File: src/rtl/sub12bit_ns.sv
// Nibble-serial subtractor: DIFF = A - B - Bin, one NIB-bit slice per clock,
// LSB slice first, with the borrow carried between cycles. DIFF/Bout/OVF only
// change on completion, so consumers never see a partially built result.
module sub12bit_ns #(
    parameter int unsigned WIDTH = 12,
    parameter int unsigned NIB   = 4
) (
    input  logic             clk,
    input  logic             reset,
    input  logic             start,
    output logic             in_ready,
    input  logic [WIDTH-1:0] A,
    input  logic [WIDTH-1:0] B,
    input  logic             Bin,
    output logic [WIDTH-1:0] DIFF,
    output logic             Bout,
    output logic             OVF,
    output logic             busy,
    output logic             done
);

    localparam int unsigned NSTEP = WIDTH / NIB;
    localparam int unsigned CW    = (NSTEP > 1) ? $clog2(NSTEP) : 1;

    typedef enum logic [1:0] {StIdle, StRun, StDone} state_e;

    state_e           state, state_next;
    logic [CW-1:0]    cnt, cnt_next;
    logic [WIDTH-1:0] a_op, a_next;
    logic [WIDTH-1:0] b_op, b_next;
    logic [WIDTH-1:0] res, res_next;
    logic             brw, brw_next;
    logic [WIDTH-1:0] diff_next;
    logic             bout_next;
    logic             ovf_next;

    // Current slice arithmetic and the result with that slice merged in
    logic [NIB-1:0]   nib_a, nib_b;
    logic [NIB:0]     nib_sub;
    logic [31:0]      shamt;
    logic [WIDTH-1:0] res_upd;
    logic             last_step;

    // Slice select, slice subtract and merge into the partial result
    always_comb begin
        shamt     = 32'(cnt) * NIB;
        nib_a     = NIB'(a_op >> shamt);
        nib_b     = NIB'(b_op >> shamt);
        // One extra bit catches the borrow: it goes high when the slice underflows
        nib_sub   = {1'b0, nib_a} - {1'b0, nib_b} - {{NIB{1'b0}}, brw};
        res_upd   = (res & ~(WIDTH'({NIB{1'b1}}) << shamt))
                  | (WIDTH'(nib_sub[NIB-1:0]) << shamt);
        last_step = (cnt == CW'(NSTEP - 1));
    end

    // Next-state and datapath update; handshake outputs decoded from state
    always_comb begin
        state_next = state;
        cnt_next   = cnt;
        a_next     = a_op;
        b_next     = b_op;
        res_next   = res;
        brw_next   = brw;
        diff_next  = DIFF;
        bout_next  = Bout;
        ovf_next   = OVF;
        in_ready   = 1'b0;
        busy       = 1'b0;
        done       = 1'b0;
        unique case (state)
            StIdle, StDone: begin
                in_ready = 1'b1;
                done     = (state == StDone);
                if (start) begin
                    a_next     = A;
                    b_next     = B;
                    brw_next   = Bin;
                    res_next   = '0;
                    cnt_next   = '0;
                    state_next = StRun;
                end else begin
                    state_next = StIdle;
                end
            end
            StRun: begin
                busy     = 1'b1;
                res_next = res_upd;
                brw_next = nib_sub[NIB];
                cnt_next = cnt + CW'(1);
                if (last_step) begin
                    diff_next  = res_upd;
                    bout_next  = nib_sub[NIB];
                    ovf_next   = (a_op[WIDTH-1] != b_op[WIDTH-1]) &&
                                 (res_upd[WIDTH-1] != a_op[WIDTH-1]);
                    cnt_next   = '0;
                    state_next = StDone;
                end
            end
            default: state_next = StIdle;
        endcase
    end

    // State and datapath registers with synchronous reset
    always_ff @(posedge clk) begin
        if (reset) begin
            state <= StIdle;
            cnt   <= '0;
            a_op  <= '0;
            b_op  <= '0;
            res   <= '0;
            brw   <= 1'b0;
            DIFF  <= '0;
            Bout  <= 1'b0;
            OVF   <= 1'b0;
        end else begin
            state <= state_next;
            cnt   <= cnt_next;
            a_op  <= a_next;
            b_op  <= b_next;
            res   <= res_next;
            brw   <= brw_next;
            DIFF  <= diff_next;
            Bout  <= bout_next;
            OVF   <= ovf_next;
        end
    end

endmodule

File: config.mk
export PLATFORM = sky130hd
export DESIGN_NAME = sub12bit_ns
export DESIGN_NICKNAME = d
export VERILOG_FILES = /design/src/rtl/sub12bit_ns.sv
export SDC_FILE = /design/constraint.sdc
export NUM_CORES = 1
export LEC_CHECK = 0
export CORE_MARGIN = 8
export CORE_UTILIZATION = 52
export CTS_BUF_LIST = sky130_fd_sc_hd__clkbuf_8
export DETAILED_ROUTE_END_ITERATION = 6
export PLACE_DENSITY = 0.81
export SETUP_SLACK_MARGIN = 0.3
export SLEW_MARGIN = 0
export SYNTH_ARGS = -nofsm -noshare
export SYNTH_HDL_FRONTEND = slang
export SYNTH_SLANG_ARGS = --single-unit
File: constraint.sdc
create_clock -name clk -period 3.39 [get_ports clk]
set_input_delay 0.5085 -clock clk [delete_from_list [all_inputs] [get_ports clk]]
set_output_delay 0.5085 -clock clk [all_outputs]
set_load 0.01 [all_outputs]
# After elaboration in Yosys (flattened, before gate mapping)
# Cells that the tools add are included.
[op_classes]
n_addsub = 3
n_mul = 0
n_div = 0
order_cmp = 0
eq_ne = 7
shift = 4
mux = 13
bitwise = 3
reduce_logical = 7
[op_table]
columns = ["op", "count"]
rows = [
  ["case mux 12 bit (2 select lines)", 1],
  [">> shifter 12 x 4 -> 4 bit", 2],
  ["bitwise AND 12 bit", 1],
  ["two-way mux 12 bit", 1],
  ["inverter 12 bit", 1],
  ["OR 12 bit", 1],
  ["left shift 4 x 4 -> 12 bit", 1],
  ["left shift 4 x 4 -> 12 bit (first input constant)", 1],
  ["case mux 2 bit (2 select lines)", 2],
  ["two-way mux 2 bit", 3],
  ["AND reduction 2 bit", 3],
  ["two-way mux 1 bit", 5],
  ["subtractor 4 x 4 -> 5 bit", 1],
  ["subtractor 5 x 1 -> 5 bit", 1],
  ["== test 2 bit (second input constant)", 2],
  ["inequality test 2 bit (second input constant)", 2],
  ["adder 2 x 1 -> 2 bit (second input constant)", 1],
  ["== test 2 x 1 -> 1 bit (second input constant)", 1],
  ["zero test 2 bit", 1],
  ["inequality test 1 bit", 2],
  ["case mux 1 bit (2 select lines)", 1],
  ["nonzero test 2 bit", 1],
  ["OR reduction 2 bit", 1],
  ["logical AND 1 bit", 1],
]
[totals]
regBits = 55
latch_bits = 0
mem_bits_rw = 0
mem_bits_ro = 0
in_bits = 28
output_inout_bits = 17
word_cells = 46
memories = 0

# Depth between registers and ports, before layout
# Gate-level depths: netlist of run 1.
[logic_depth]
ltp_word = 7
mapped_depth = 12

# Worst setup path after synthesis of run 1
# No wires, ideal clock.
[synth_timing]
path_type = "register to register"
from = "reg cnt[0]"
to = "reg OVF"
setup_ns = 0.088
arrival_ns = 2.879
required_ns = 3.302
path_slack_ns = 0.423
path_stages_with_launch = 12
path_buffers = 2
synth_period_minus_slack_ns = 2.967
cell_sequence = "dfxtp_1 -> buf_6 -> clkbuf_1 -> mux2i_1 -> o22ai_1 -> fa_1 -> ha_1 -> inv_1 -> o311ai_2 -> xor2_1 -> or3b_1 -> a311oi_2"
[synth_between]
elab_chain_cells = 7
[synth_rtl]
columns = ["item", "line", "rtl"]
rows = [
  ["start, declared", "28", "logic [CW-1:0] cnt, cnt_next;"],
  ["start signal, assigned", "117", "cnt <= cnt_next;"],
  [">> shifter 12 x 4 -> 4 bit (on tied branches)", "47, 48", ""],
  ["subtractor 4 x 4 -> 5 bit", "50", "nib_sub = {1'b0, nib_a} - {1'b0, nib_b} - {{NIB{1'b0}}, brw};"],
  ["subtractor 5 x 1 -> 5 bit", "50", ""],
  ["left shift 4 x 4 -> 12 bit", "52", "| (WIDTH'(nib_sub[NIB-1:0]) << shamt);"],
  ["OR 12 bit", "52", ""],
  ["inequality test 1 bit", "94", "(res_upd[WIDTH-1] != a_op[WIDTH-1]);"],
  ["logical AND 1 bit", "93", "ovf_next = (a_op[WIDTH-1] != b_op[WIDTH-1]) &&"],
  ["end signal, assigned", "124", "OVF <= ovf_next;"],
  ["end, declared", "17", "output logic OVF,"],
]
# Several ways; a longest one is shown, not always the timed one.
# A chain may end at the register's enable or synchronous reset.

# Worst setup path after layout of run 1
# Ends and elaborated chain as after synthesis.

==> flow_metrics.tcl, run 1 <==
set metrics [dict create \
    grt_max_degree 52 \
    relSlewSlack 0.403 \
    fin_util 0.682 \
    wire_per_inst_um 12.7 \
    crit_arrival_ps 2950 \
    grt_first_pass_wirelength_mm 7.90 \
    fp.dieH_um 80.7 \
    cts_tree "built" \
    fin_skew_ps 3.32 \
    clock-sinks 51 \
    rows 23 \
    powerDensity_nw_per_um2 462 \
    die_x_um 80.7 \
    synth_area_leader_cell "dfxtp_1" \
    rr_endpoint "OVF" \
    insertedDiodeCount 0 \
    nFillCells 349 \
    syn2layout_area_growth_pct 26.1 \
    fp.coreArea_um2 4030 \
    worstSetupStartpointType "register" \
    htree_levels 2 \
    worst_pin_slew_ps 892 \
    synth_edf_count 0 \
    ys_ff_latch 51 \
    detail_route.first_pass.iterations 4 \
    drv_slew 0 \
    gr-total-overflow 0 \
    fin_nets 347 \
    power_w 0.00127 \
    clkTransAtPathRegs_ps 80 \
    synth_fp_nets 309 \
    yosysWarnings 0 \
    antenna_found_initial 0 \
    yosysSeqAreaShare 0.469 \
    initial_core_util 0.541 \
    rr_worst_depth 10 \
    rsz0062_at_grt "false" \
    cts_hold_buf 0 \
    endpoint_kind "register" \
    whs_path_depth 2 \
    grt_pass1_vias 1792 \
    critical_path.max_fanout 10 \
    total_leakage_power_nw 0.997 \
    finalSetupViolCount 0 \
    vias 1872 \
    worstPathRequired_ps 3610 \
    fin_hold_ws_ps 456 \
    wl_mm 4.62 \
    drc_errors 0 \
    fmax_mhz 367 \
    period_share 0.804 \
    hold_end "a_op[3]" \
    dp_hpwl_mm 3.35 \
    hp-start "a_op[3]" \
    rr_startpoint "cnt[0]" \
    numCtsBuffers 5 \
    grt_usage 0.151 \
    ys.flop_type "dfxtp_1" \
    synth_area_um2 2180 \
    clockBufferDepth 2 \
    regToRegSetupSlack_ps 660 \
    fin_crit_ps 2730 \
    hold_viol_final 0 \
    synth_area_leaders "dfxtp_1 47%, nand2_1 14%, a21oi_1 10%" \
    dieArea_um2 6520 \
    crit_type "reg2reg" \
    drt_iter0_markers 116 \
    stdcell_area_um2 2750 \
    synth.distinct_cells 30 \
    avgViaCountPerCell 5.14 \
    ioPinCount 45 \
    ir_drop_mv 0.343 \
    yosysTopAreaCellShare 0.469 \
    synthArstFlopShare 0 \
    avgSynthCellArea_um2 7.92 \
    hold_path.class "reg2reg" \
    cts_root_buf "clkbuf_8" \
    synthCells 275 \
    final_antenna_net_count 0 \
    place_area_um2 2650 \
    cap_violations 0 \
    fin_tns_setup_ps 0 \
    portBuffers 44 \
    clkLatencyLatePin_ps 300 \
    drive_above_1_share 0.0573 \
    place.gp.congestion 0.827 \
    outcome "finished, final reports clean" \
]
worst max-delay path by stage:
stage,depth (start not counted),from,to,slack [ps]
floorplan,11,cnt[0],OVF,420
global placement,9,cnt[0],OVF,600
detailed placement,9,cnt[0],OVF,530
CTS,9,cnt[0],OVF,500
global route,10,cnt[0],OVF,440
finish,10,cnt[0],OVF,660
synthesized netlist by cell type (2+ instances only):
master / count
ha_1: 4
fa_1: 2
mux2i_1: 7
inv_1: 7
xnor2_1: 2
a22oi_1: 6
nor2_1: 23
buf_2: 3
buf_1: 3
clkbuf_1: 12
a21oi_1: 44
nand2b_1: 4
o21ai_0: 4
nor3_1: 3
nor2b_1: 4
dfxtp_1: 51
nand2_1: 80
a211oi_1: 4
stage by stage:
stage / cells / worst slack (ps)
detailed placement: 356 / 528
floorplan: 275 / 423
CTS: 364 / 501
global route: 364 / 436
finish: 364 / 664
global placement: 356 / 601
worst max-delay path, cell delays in order, from the launching register on:
cell	delay, ps
dfxtp_2	400
nor2b_1	140
buf_4	150
a21oi_1	90
fa_1	420
ha_1	310
inv_1	50
o311ai_2	260
xor2_1	180
or3b_1	390
a311oi_2	250
per-layer routing:
layer | vias to the layer above | wire [µm] | track usage
li1 | 985 | - | -
met1 | 837 | 2040 | 0.179
met2 | 41 | 2310 | 0.257
met3 | 9 | 187 | 0.0368
met4 | 0 | 78 | 0.0554
met5 | - | 0 | 0
state kept, by name, summed over array words and instances, names as in the netlist:
name / count
brw: 1
cnt: 2
Bout: 1
a_op: 12
DIFF: 12
state: 2
res: 8
OVF: 1
b_op: 12
layout by cell type, fill, tap and decap left out:
cell type	n
a21oi_1	44
nand4b_1	1
mux2i_1	7
nor2b_2	1
nor2b_1	3
ha_1	4
nand2_1	80
nor3_1	3
a311oi_2	1
clkbuf_8	7
nor2_1	23
or3b_1	1
a211oi_1	4
nor4_1	1
nand2b_1	4
fa_1	2
o311ai_2	1
dfxtp_1	50
inv_1	8
xnor2_1	2
dfxtp_2	1
a22oi_1	6
mux2i_2	1
clkinv_1	1
o22ai_1	1
xor2_1	1
buf_4	6
o21ai_0	4
nand3b_1	1
clkdlybuf4s50_1	44
o22a_1	1
kinds of logic after synthesis:
kind of cell	Yosys count	share of synthesized area
fa+ha+maj	6	0.0414
simple gates	118	0.222
compound gates	62	0.166
buf+inv	27	0.0517
mux	8	0.0385
xor+xnor	3	0.0121
flops	51	0.469
power by group:
group	total, W	internal [W]	leakage (nW)	switching, W
clock network	0.000368	0.000183	0.0557	0.000185
logic	0.000251	0.000115	0.525	0.000136
registers	0.000651	0.000629	0.416	0.0000222
total	0.00127	0.000927	0.997	0.000343
layout make-up:
cell class              count  area [µm²]  share of cell area
multi-input cells         197        1050               0.381
flip-flops and latches     51        1020               0.372
repair buffers             50         485               0.177
clock buffers               7        96.3              0.0351
well taps                  50        62.6              0.0228
inverters                   8        30.0              0.0109
clock inverters             1        3.75             0.00137
what timing repair did:
action / 4_1_cts / 5_1_grt
gates resized for setup: 0 / 1
endpoints found under the setup margin: 0 / 1
setup buffers: 0 / 0
Power figures use the tool's default switching activity.
==> run 2, diff against run 1 <==
==> constraint.sdc (replaced) <==
create_clock -name clk -period 2.6 [get_ports clk]
set_input_delay 0.39 -clock clk [delete_from_list [all_inputs] [get_ports clk]]
set_output_delay 0.39 -clock clk [all_outputs]
set_load 0.01 [all_outputs]
==> run 2 against run 1 <==
Against the previous run: clock skew up 1.5 ps; die area unchanged; global-route usage up 0.16 points; critical endpoint unchanged; worst hold slack about the same; sequential cell count unchanged; combinational power up 63%; register-to-register slack worse by 560 ps; highest routed layer unchanged; largest cell class unchanged.
==> flow_metrics.tcl, run 2 (synthesized netlist as in run 1, its figures left out) <==
set metrics [dict create \
    syn2layout_area_growth_pct 30.4 \
    powerDensity_nw_per_um2 601 \
    crit_arrival_ps 2710 \
    drc_errors 0 \
    fin_tns_setup_ps 0 \
    hold_viol_final 0 \
    total_leakage_power_nw 1.03 \
    dieArea_um2 6520 \
    fin_util 0.705 \
    fmax_mhz 401 \
    multi_input_comb_area_um2 1090 \
    power_w 0.00171 \
    worstPathRequired_ps 2820 \
    rsz0062_at_grt "true" \
    drv_slew 0 \
    cts_hold_buf 0 \
    grt_first_pass_wirelength_mm 8.07 \
    drive_above_1_share 0.106 \
    worstSetupStartpointType "register" \
    dp_hpwl_mm 3.51 \
    numCtsBuffers 5 \
    cts_tree "built" \
    relSlewSlack 0.580 \
    final_cell_mix "80 x nand2_1, 49 x dfxtp_1, 44 x a21oi_1, 44 x clkdlybuf4s50_1, 23 x nor2_1" \
    nFillCells 338 \
    hold_path.class "reg2reg" \
    worst_pin_slew_ps 623 \
    power_frac_seq 0.497 \
    comb_power_share 0.239 \
    switching_power_w 0.000479 \
    endpoint_kind "register" \
    fin_crit_ps 2490 \
    clkPwrFrac 0.265 \
    portBuffers 44 \
    critical_path.max_fanout 6 \
    avgViaCountPerCell 5.16 \
    clock-sinks 51 \
    mostFrequentLayoutCell "nand2_1" \
    p_int_w 0.00123 \
    insertedDiodeCount 0 \
    crit_type "reg2reg" \
    slowest_stage "dfxtp_4" \
    drt_iter0_markers 126 \
    clkTransAtPathRegs_ps 90 \
    clockBufferDepth 2 \
    grt_usage 0.152 \
    ioPinCount 45 \
    cts_root_buf "clkbuf_8" \
    htree_levels 2 \
    period_share 0.960 \
    wire_per_inst_um 13.0 \
    final_antenna_net_count 0 \
    rows 23 \
    gr-total-overflow 0 \
    initial_core_util 0.541 \
    grt_pass1_vias 1854 \
    ff_latch_area_um2 1030 \
    fp.dieH_um 80.7 \
    antenna_found_initial 0 \
    reg_top3 "DIFF x12, a_op x12, b_op x12" \
    fin_nets 354 \
    finalSetupViolCount 0 \
    detail_route.first_pass.iterations 4 \
    die_x_um 80.7 \
    switching_share 0.280 \
    clkLatencyLatePin_ps 300 \
    vias 1909 \
    grt_max_degree 52 \
    outcome "finished, final reports clean" \
    crit_path_cell_trace "mux2i_1 > o22ai_1 > fa_2 > ha_4 > nand4b_1 > o311ai_4 > xor2_1 > or3b_1 > a311oi_2" \
    fin_skew_ps 4.79 \
    critPathMaxStageDelay_ps 400 \
    place.gp.congestion 0.802 \
    wl_mm 4.82 \
    fp.coreArea_um2 4030 \
    ir_drop_mv 0.338 \
    cap_violations 0 \
]
run 2: layer usage:
metal  GRT usage  vias to the layer above  routed length, µm
met1       0.168                      866               2020
met2       0.270                       41               2470
met5           0                        -                  0
met4      0.0536                        0                 89
li1            -                      991                  -
met3      0.0458                       11                239
run 2: power groups by stage:
| stage | Combinational [W] | Clock [W] | Sequential (W) |
|---|---|---|---|
| after floorplan | 0.000245 | 0 | 0.000855 |
| after global placement | 0.000347 | 0 | 0.000866 |
| after detailed placement | 0.000359 | 0 | 0.000866 |
| after CTS | 0.000365 | 0.000460 | 0.000847 |
| after global routing | 0.000451 | 0.000496 | 0.000853 |
| final | 0.000408 | 0.000452 | 0.000848 |
run 2: worst max-delay path: cells and delay by family (launching register included):
kind	cells	cell delay (ps)
adders and majority gates	2	610
xor gates and xnor gates	1	180
AOI/OAI and AO/OA	3	480
and+or+nand+nor	2	540
DFF	1	400
muxes	1	210
run 2: metrics by stage:
step | cell area (µm²) | worst slack [ps] | hold WS, ps | cells
floorplan | 2220 | -13.1 | 432 | 275
global placement | 2700 | 142 | 442 | 361
detailed placement | 2700 | 37.6 | 447 | 361
CTS | 2800 | 91.7 | 460 | 369
global route | 2840 | 6.21 | 477 | 370
finish | 2840 | 105 | 456 | 370
run 2: final cells by class:
cell class | count | share of cell area
clock buffer | 6 | 0.0291
inverter | 8 | 0.0106
clock inverter | 1 | 0.00176
timing repair buffer | 57 | 0.191
tap | 50 | 0.0220
sequential | 51 | 0.361
multi-input combinational | 197 | 0.385
run 2: final timing paths:
check,startpoint,endpoint,slack [ps],depth (start not counted)
max reg2reg,cnt[0],OVF,110,9
max,cnt[0],OVF,110,9
min,DIFF[4],DIFF[4],460,2
min reg2reg,DIFF[4],DIFF[4],460,2
run 2: repair_timing:
action,4_1_cts,5_1_grt
pin swaps,0,2
setup endpoints to repair,4,9
resized for setup,2,8
buffers inserted,1,1
==> run 3, diff against run 2 <==
--- a/config.mk
+++ b/config.mk
@@ -8,6 +8,7 @@
 export CORE_MARGIN = 8
 export CORE_UTILIZATION = 52
 export CTS_BUF_LIST = sky130_fd_sc_hd__clkbuf_8
+export CTS_CLUSTER_SIZE = 28
 export DETAILED_ROUTE_END_ITERATION = 6
 export PLACE_DENSITY = 0.81
 export SETUP_SLACK_MARGIN = 0.3
==> results of run 3 <==
No change in the layout: final DEF, timing and power equal those of run 2.
